### config.mk
export PLATFORM = sky130hd
export DESIGN_NAME = gate_sweep_ctrl
export DESIGN_NICKNAME = d
export VERILOG_FILES = /design/src/rtl/gate_sweep_ctrl.sv
export SDC_FILE = /design/constraint.sdc
export NUM_CORES = 1
export LEC_CHECK = 0
export ABC_AREA = 1
export CORE_MARGIN = 2
export CORE_UTILIZATION = 45
export DETAILED_ROUTE_END_ITERATION = 10
export PLACE_DENSITY_LB_ADDON = 0.08
export SLEW_MARGIN = 20
export SYNTH_ARGS = -nofsm -noshare
export SYNTH_HDL_FRONTEND = slang
export SYNTH_SLANG_ARGS = --single-unit
export TNS_END_PERCENT = 10
### constraint.sdc
create_clock -name clk -period 3.75 [get_ports clk]
set_clock_uncertainty 0.2 [all_clocks]
set_input_delay 0.75 -clock clk [delete_from_list [all_inputs] [get_ports clk]]
set_output_delay 0.75 -clock clk [all_outputs]
set_load 0.02 [all_outputs]
### src/rtl/gate_sweep_ctrl.sv
// gate_sweep_ctrl: exhaustive truth-table sweeper for a small combinational block.
// Drives every input vector in ascending order, holds each for SETTLE cycles,
// samples the block output once, and builds the measured truth table plus a
// per-vector mismatch map against an expected table latched at start.
module gate_sweep_ctrl #(
  parameter int N_IN   = 3,
  parameter int SETTLE = 1,
  localparam int V     = 2 ** N_IN
) (
  input  logic            clk,
  input  logic            rst_n,
  input  logic            start,
  input  logic            abort,
  input  logic [V-1:0]    expected,
  input  logic            y_in,
  output logic [N_IN-1:0] stim_out,
  output logic            busy,
  output logic            done,
  output logic [V-1:0]    truth_table,
  output logic [V-1:0]    mismatch,
  output logic            pass
);

  typedef enum logic [1:0] {
    S_IDLE,
    S_APPLY,
    S_SAMPLE,
    S_DONE
  } state_t;

  // Settle counter reload; counts SETTLE-1 down to 0, so APPLY lasts SETTLE cycles.
  localparam logic [3:0]      CNT_LOAD = 4'(SETTLE - 1);
  localparam logic [N_IN-1:0] IDX_LAST = N_IN'(V - 1);
  localparam logic [N_IN-1:0] IDX_ONE  = N_IN'(1);

  state_t          state, state_next;
  logic [N_IN-1:0] idx, idx_next;
  logic [3:0]      cnt, cnt_next;
  logic [V-1:0]    exp_q, exp_next;
  logic [V-1:0]    tt_next, mm_next;
  logic            pass_next;
  logic            busy_next, done_next;
  logic [N_IN-1:0] stim_next;

  // State register.
  always_ff @(posedge clk or negedge rst_n) begin
    if (!rst_n) begin
      state <= S_IDLE;
    end else begin
      // NOTE: sequential state uses non-blocking assignments so every register
      // samples the pre-edge values, independent of statement order.
      state <= state_next;
    end
  end

  // Next-state and next-value logic for the sweep datapath.
  always_comb begin
    // NOTE: every variable gets a default before the case statement; a path
    // that leaves one unassigned would otherwise infer a latch.
    state_next = state;
    idx_next   = idx;
    cnt_next   = cnt;
    exp_next   = exp_q;
    tt_next    = truth_table;
    mm_next    = mismatch;
    pass_next  = pass;

    case (state)
      S_IDLE: begin
        // abort is meaningless here; a same-cycle start is simply accepted.
        if (start) begin
          state_next = S_APPLY;
          idx_next   = '0;
          cnt_next   = CNT_LOAD;
          tt_next    = '0;
          mm_next    = '0;
          pass_next  = 1'b0;
          exp_next   = expected;
        end
      end

      S_APPLY: begin
        if (abort) begin
          state_next = S_IDLE;
          pass_next  = 1'b0;
        end else if (cnt == 4'd0) begin
          state_next = S_SAMPLE;
        end else begin
          cnt_next = cnt - 4'd1;
        end
      end

      S_SAMPLE: begin
        // abort wins over the capture: the vector being sampled is left unwritten.
        if (abort) begin
          state_next = S_IDLE;
          pass_next  = 1'b0;
        end else begin
          tt_next[idx] = y_in;
          mm_next[idx] = y_in ^ exp_q[idx];
          if (idx == IDX_LAST) begin
            state_next = S_DONE;
            // pass is registered alongside done, so it uses the final map.
            pass_next  = (mm_next == '0);
          end else begin
            state_next = S_APPLY;
            idx_next   = idx + IDX_ONE;
            cnt_next   = CNT_LOAD;
          end
        end
      end

      S_DONE: begin
        // start here is ignored; results stay held in IDLE.
        state_next = S_IDLE;
      end

      default: begin
        state_next = S_IDLE;
      end
    endcase

    // Outputs are registered from the next state so they line up with it.
    busy_next = (state_next == S_APPLY) || (state_next == S_SAMPLE);
    done_next = (state_next == S_DONE);
    stim_next = busy_next ? idx_next : '0;
  end

  // Datapath and output registers.
  always_ff @(posedge clk or negedge rst_n) begin
    if (!rst_n) begin
      idx         <= '0;
      cnt         <= '0;
      exp_q       <= '0;
      truth_table <= '0;
      mismatch    <= '0;
      pass        <= 1'b0;
      busy        <= 1'b0;
      done        <= 1'b0;
      stim_out    <= '0;
    end else begin
      idx         <= idx_next;
      cnt         <= cnt_next;
      exp_q       <= exp_next;
      truth_table <= tt_next;
      mismatch    <= mm_next;
      pass        <= pass_next;
      busy        <= busy_next;
      done        <= done_next;
      stim_out    <= stim_next;
    end
  end

endmodule
After elaboration in Yosys (flattened, before gate mapping)
Cells that the tools add are included.

Register bits after elaboration: 39. Input bits: 13. Output and inout bits: 22. Word-level logic and storage cells: 73.

$add $sub $neg: 2. Order comparisons: 2. Eq/ne operators: 14. Mux-type cells: 33. Bitwise logic cells: 1. Reduce and logical (&&, ||, !) cells: 11.

Operator list (count): 8-bit one-hot mux with 2 select lines (2); 8-bit 2-to-1 mux (3); 4-bit 2-to-1 mux (5); 8-bit bitwise mux (2); 3-bit 2-to-1 mux (4); 2-bit inequality test (second input constant) (6); 4-bit one-hot mux with 3 select lines (1); 2-bit 2-to-1 mux (5); 2-bit == test (second input constant) (4); 8-bit zero test (1); 2-bit one-hot mux with 4 select lines (1); 1-bit 2-to-1 mux (6); 3-bit one-hot mux with 2 select lines (1); 6-bit AND reduction (1); 2-bit by 1-bit == test with 1-bit output (second input constant) (2); 4-bit zero test (1); 3-bit by 4-bit less-than comparator with 1-bit output (second input constant) (1); 4-bit AND reduction (1); 4-bit by 1-bit subtractor with 4-bit output (second input constant) (1); 3-bit by 1-bit adder with 3-bit output (second input constant) (1); 1-bit binary-select mux with 3-bit select (1); 1-bit demux with 3-bit select (1); 3-bit == test (second input constant) (1); 3-bit by 1-bit greater-or-equal comparator with 1-bit output (second input constant) (1); 10 further kinds (10).

Logic depth before layout (Yosys ltp)
Gate-level depths: netlist of the first run.

Depth in word-level cells: 9. Depth in mapped cells: 13. Depth with buffers taken out: 12.

Worst setup path after synthesis of the first run
Ideal clock, no wire load.

Kind: input to register. Start: in start. End: reg stim_out[2]. Library setup time: 0.094 ns. Data arrival time: 1.848 ns. Required time: 3.456 ns. Slack: 1.608 ns. Stages: 9. Buffers on the path: 0. Cell sequence: nor3_1 > inv_1 > nand2_2 > nor2_4 > nor2_8 > nand2_1 > ha_1 > inv_1 > a211oi_1.

Word-level cells in the longest chain between the ends: 5. Elaborated cells on any way between the ends: 8. Those cells by class: eq/ne: 2; mux: 5; reduce/logical: 1.

RTL lines: start, declared (RTL line 12) `input logic start,`; 2-bit 2-to-1 mux (*) (RTL line 71) `if (start) begin`; 2-bit one-hot mux with 4 select lines (*) (RTL line 68) `case (state)`; named net state_next[0] (RTL line 36) `state_t state, state_next;`; 2-bit by 1-bit == test with 1-bit output / 2-bit == test (equally long branches) (RTL line 124) `busy_next = (state_next == S_APPLY) || (state_next == S_SAMPLE);`; 1-bit logical OR (*) (RTL line 124); named net busy_next (RTL line 42) `logic busy_next, done_next;`; 3-bit 2-to-1 mux (*) (RTL line 126) `stim_next = busy_next ? idx_next : '0;`; named net stim_next[2] (RTL line 43) `logic [N_IN-1:0] stim_next;`; end signal, assigned (RTL line 150) `stim_out <= stim_next;`; end, declared (RTL line 16) `output logic [N_IN-1:0] stim_out,`.

The timed path passes the listed nets; every way through them passes the cells marked *. A chain may end at the register's enable or synchronous reset.

Worst setup path in the final report of the first run
Start: in abort. End: reg stim_out[2].

Word-level cells in the longest chain between the ends: 5. Elaborated cells on any way between the ends: 9. Those cells by class: eq/ne: 2; mux: 6; reduce/logical: 1.

RTL lines: start, declared (RTL line 13) `input logic abort,`; 2-bit 2-to-1 mux, on equally long branches (RTL line 95, 83); 2-bit one-hot mux with 4 select lines (*) (RTL line 68); named net state_next[0] (RTL line 36); 2-bit by 1-bit == test with 1-bit output / 2-bit == test (equally long branches) (RTL line 124); 1-bit logical OR (*) (RTL line 124); named net busy_next (RTL line 42); 3-bit 2-to-1 mux (*) (RTL line 126); named net stim_next[2] (RTL line 43).

Marks and branches as above.

==> metrics, run 1 <==
Congestion Overflow GR 0; die area between 5000 and 6000 um^2; initial antenna violation count 0; WP data arrival 2.56 ns; synth warn 0; Final period util 68.2%; synthesized flop and latch total 39; postcts setup bufs 0; ANT nets after route 0; Initial Util between 40% and 50%; reg2reg path depth 9; worst vdd ir 291 uV; Vias 1689; pre-CTS setup slack 0.893 ns; worst-path maximum fanout 10; sequential fraction of the synthesis area a little under half; reg2reg start idx[0]; post-synth net total 259; leading area contributor after synthesis dfrtp_1; setup_tns 0 ns; ant diodes 0; Slew Limit Fails 0; Vias/cell about 5.1; RSZ-0062 raised after global routing no; Inserted Clock Buffers 5; dpl cells 325; Synth Instances 243; Post-Layout Cell Count 333; H-tree lvl count 2; number of max-cap violations 0; largest net degree at the start of global routing 40; DR iter-0 viols 137; PortBufs 34; FFs w/ async S/R, synth 100%; die height 71.2 um; P&R area growth vs syn 22.2%; DRC Markers 0; Leakage 1.19 nW; Pwr Density 621 nW/um^2; Cell Area, Synth 2030 um^2; PostCTS Resize Cnt 0; vias in the first global route 1586; measured slew at the worst slew-check pin 0.857 ns; Final Wtd Congestion 0.847; GRT Util Overall 19.2%; num rows 24; hold_buf cts 0; crit path capture stim_out[2]; critical path type in2reg; CTS max path bufs 2; Critical Path Start Type input pin; Max-Slew Margin vs Limit around 43%; status complete, no violations; Nets 296; Top Ports 35; crit path from abort; Detailed Place HPWL between 3 and 4 mm; Post-synth EDFFs 0; die width 71.2 um; synth top area cells dfrtp_1 (48%), nand2_1 (10%), inv_1 (6.6%), nor2_1 (3.3%), nand3_1 (3.2%); Reg-to-Reg End cnt[3]; Reg2Reg Setup Slack approximately 1.6 ns; Clk pin slew, worst setup/hold paths 0.07 ns; first-pass GRT wire length 7.56 mm; Clk Latency, worst-skew pair 0.29 ns; Fin. Hold Viols 0; CTS sink count 39; final-report setup violation count 0; CTS tree built; crit path time final 2.56 ns; top cell type's share of synthesized area 48.0%; Critical Path RT 3.75 ns; Yosys cell types 33; Root Buffer clkbuf_8; drt pass-1 iters 4; predominant post-synthesis flop cell dfrtp_1; total wire length 4.41 mm; FMAX 391 MHz; post-route setup slack 1.19 ns; Avg Inst Size Synth 8.37 um^2; Core Region ~4400 um^2; routed len/inst approximately 13 um; # fillers just over 400; ratio of cells with drive above 1 in the final layout 11.0%; Worst setup EP type register; Worst Hold Class reg2reg
-- cells in the final DEF, fill, tap and decap left out, drive strengths merged, types with 2 or more instances in the layout --
master,synthesis,final
a21oi,11,11
o21ai,15,15
nor3,13,13
clkbuf,0,7
inv,39,39
buf,5,2
nand4,2,2
nor2,24,24
ha,3,3
clkinv,2,3
o22ai,8,8
nand3,14,14
nand2,60,60
clkdlybuf4s50,0,33
dfrtp,39,39
-- sequential cells by signal (all words and copies together) (netlist names), 2 cells and up --
signal and flops:
cnt 4, exp_q 8, idx 3, mismatch 8, state 2, stim_out 3
truth_table 8
-- logic make-up (layout without fill, tap and decap cells) --
kind of cell	count (synthesis)	after routing	share of synthesized area [%]
xor+xnor	1	1	0.431
fa+ha+maj	3	3	1.85
buf+inv	46	84	10.0
mux	1	1	0.492
simple gates	114	114	27.5
flops	39	39	48.0
compound gates	39	39	11.7
-- worst max-delay path, stage by stage --
cell             delay (ns)
clkdlybuf4s50_1        0.49
inv_1                  0.09
nand2_2                0.20
clkinv_4               0.12
nor2_8                 0.21
nand2_1                0.11
ha_1                   0.31
inv_1                  0.06
a211oi_1               0.20
-- synthesized netlist by cell type, types with 2 or more instances --
master	number
a21oi_1	9
a21oi_2	2
buf_2	3
buf_6	2
clkinv_4	2
dfrtp_1	39
ha_1	3
inv_1	36
inv_2	2
nand2_1	55
nand2_2	3
nand2_4	2
nand3_1	13
nand4_1	2
nor2_1	18
nor2_2	3
nor2_4	2
nor3_1	11
nor3_2	2
o21ai_0	12
o21ai_1	3
o22ai_1	8
-- report_power, final --
group	internal [mW]	leakage [nW]	switching [mW]	total, mW
Sequential	0.517	0.521	0.0568	0.574
Combinational	0.232	0.628	0.465	0.697
Clock	0.131	0.0422	0.143	0.273
-- final cells by class --
class / count / area, um^2 / area share, %
multi-input combinational: 158 / 853 / 34.3
clock inverter: 1 / 5.00 / 0.201
inverter: 41 / 166 / 6.70
clock buffer: 7 / 76.3 / 3.07
timing repair buffer: 35 / 343 / 13.8
tap: 52 / 65.1 / 2.62
sequential: 39 / 976 / 39.3
-- per-stage QoR --
step                area, um^2  power [mW]  utilization (%)  hold slack [ns]
floorplan                 2030        1.10                -            0.254
global placement          2400        1.26             55.2            0.279
detailed placement        2400        1.27             55.2            0.275
CTS                       2480        1.55             57.1            0.300
global route              2480        1.68             57.1            0.356
finish                    2480        1.54             57.1            0.298
-- per-layer routing --
metal  vias up  track usage [%]  share of wire (%)
li1        856                -                  -
met1       780             28.2                 48
met2        42             27.8                 44
met3        11             4.22                5.4
met4         0             7.55                2.1
met5         -                0                  0
-- worst min path at each step --
| stage | startpoint | end | slack (ns) | cells past startpoint |
|---|---|---|---|---|
| after floorplan | rst_n | busy | 0.25 | 0 |
| after global placement | pass | pass | 0.28 | 2 |
| after detailed placement | pass | pass | 0.27 | 2 |
| after CTS | pass | pass | 0.30 | 2 |
| after global routing | pass | pass | 0.36 | 2 |
| final | pass | pass | 0.30 | 2 |
No activity file was read; power rests on OpenSTA's default activity.
==> run 2, diff against run 1 <==
clock period = 2.7 ns   (was 3.75 ns; I/O delays follow)
==> metrics, run 2 (synthesis results as in run 1) <==
die height 71.2 um (unchanged); Top Ports 35 (unchanged); Final Wtd Congestion 0.855 (+1.0%); Congestion Overflow GR 0 (unchanged); routed len/inst 13.4 um (+1.3%); measured slew at the worst slew-check pin 0.870 ns (+0.0138 ns); number of max-cap violations 0 (unchanged); Sw Ratio 40.7% (-2.4 points); first-pass GRT wire length 7.81 mm (+3.4%); Detailed Place HPWL 3.22 mm (+5.1%); CP top delay family buffers and inverters; crit path cell chain clkdlybuf4s50_1, inv_1, nand2_2, clkinv_4, nor2_8, nand2_1, ha_1, inv_1, a211oi_1; DRC Markers 0 (unchanged); WP buf/inv 4 (unchanged); final-report setup violation count 0 (unchanged); CTS sink count 39 (unchanged); PostCTS Resize Cnt 0 (unchanged); Critical Path RT 2.70 ns (-1.05 ns); reg2reg path depth 8 (-1); Top Registers exp_q x8, mismatch x8, truth_table x8; GRT Util Overall 19.9% (+0.69 points); RSZ-0062 raised after global routing no; FMAX 454 MHz; Fin. Hold Viols 0 (unchanged); Root Buffer clkbuf_8; P&R area growth vs syn 25.1%; ant diodes 0 (unchanged); Final period util 81.6%; drt pass-1 iters 4 (unchanged); Clk pin slew, worst setup/hold paths 0.07 ns (about the same); P_int 1.36 mW (+54%); Core Region 4350 um^2 (unchanged); CTS tree built; pre-CTS setup slack 0.180 ns (-0.714 ns); DR iter-0 viols 106 (-23%); crit path from abort; Clk Latency, worst-skew pair 0.29 ns (about the same); postcts setup bufs 0 (unchanged); worst-path maximum fanout 10 (unchanged); PortBufs 34 (unchanged); total wire length 4.51 mm (+2.2%); Leakage 1.22 nW (+2.8%); Comb power frac 43.0% (-2.1 points); WP data arrival 2.20 ns (-0.36 ns); slowest stage delay, CP 0.48 ns (about the same); Worst Hold Class in2async; status complete, no violations; setup_tns 0 ns (unchanged); Nets 299 (+1.0%); die width 71.2 um (unchanged); largest net degree at the start of global routing 40 (unchanged); Initial Util 46.7% (unchanged); Worst setup EP type register; Pwr Density 898 nW/um^2 (+45%); vias in the first global route 1641 (+3.5%); Reg-to-Reg End stim_out[2]; ANT nets after route 0 (unchanged); most frequent cells in the layout nand2_1 (55), dfrtp_1 (39), inv_1 (36), clkdlybuf4s50_1 (33), nor2_1 (18); Switch Pwr 929 uW (+40%); most common cell after layout, fill and taps aside nand2_1; Reg2Reg Setup Slack 0.59 ns (-1.01 ns); die area 5070 um^2 (unchanged); Inserted Clock Buffers 5 (unchanged); Critical Path Start Type input pin; critical path type in2reg; cell mode on critical path inv_1; Slew Limit Fails 0 (unchanged); worst vdd ir 689 uV (+140%); clock network power share 22.0% (+4.3 points); ratio of cells with drive above 1 in the final layout 12.7% (+1.6 points); crit path time final between 2 and 2.5 ns; Vias/cell 4.95 (-2.4%); Flop pwr share 35.0% (-2.2 points); CTS max path bufs 2 (unchanged); initial antenna violation count 0 (unchanged); H-tree lvl count 2 (unchanged); hold_buf cts 0 (unchanged); slowest CP cell clkdlybuf4s50_1; Vias 1663 (-1.5%); Max-Slew Margin vs Limit 42.0% (-0.92 points); post-route setup slack 0.496 ns (-0.696 ns); num rows 24 (unchanged); reg2reg start idx[0]
-- run 2: cell count changes in the layout (fill, tap and decap cells not counted), sizes merged --
cell    previous run  this run
bufinv             0         1
clkbuf             7         6
buf                2         5
-- run 2: area by class of cell --
| cell class | count | area [um^2] |
|---|---|---|
| multi-input cells | 158 | 853 |
| clock inverters | 2 | 35.0 |
| flip-flops and latches | 39 | 976 |
| fillers | 400 | 1810 |
| well taps | 52 | 65.1 |
| inverters | 41 | 166 |
| clock buffers | 6 | 82.6 |
| repair buffers | 38 | 365 |
-- run 2: worst register-to-register path: stages, from the launching register on --
cell	delay, ns
dfrtp_1	0.55
ha_1	0.30
nand2_1	0.09
inv_1	0.07
nand2_1	0.08
o21ai_0	0.13
ha_1	0.33
inv_1	0.07
a211oi_1	0.20
-- run 2: stage by stage --
stage	cells	util [%]	hold slack, ns	area (um^2)	power [mW]
finish	336	58.4	0.159	2540	2.29
global placement	328	55.7	0.276	2430	1.78
global route	336	58.4	0.240	2540	2.48
detailed placement	328	55.7	0.272	2430	1.79
CTS	336	58.4	0.189	2540	2.31
floorplan	243	-	0.0444	2030	1.53
-- run 2: layer usage --
metal,track usage (%),vias up,wire (um)
met2,29.9,26,2020
met5,0,-,0
met3,3.94,5,171
met4,6.50,0,61
li1,-,860,-
met1,29.0,772,2250
-- run 2: power by group through the flow --
stage	clock [mW]	sequential (mW)	combinational [mW]
floorplan	0	0.820	0.709
global placement	0	0.810	0.972
detailed placement	0	0.810	0.984
CTS	0.520	0.800	0.989
global route	0.551	0.816	1.12
finish	0.504	0.799	0.982
-- run 2: worst max-delay path by stage --
stage / end / slack (ns) / cells past startpoint
floorplan: stim_out[2] / 0.77 / 9
global placement: stim_out[2] / 0.26 / 9
detailed placement: stim_out[2] / 0.18 / 9
CTS: stim_out[2] / 0.50 / 9
global route: cnt[3] / 0.38 / 9
finish: stim_out[2] / 0.50 / 9
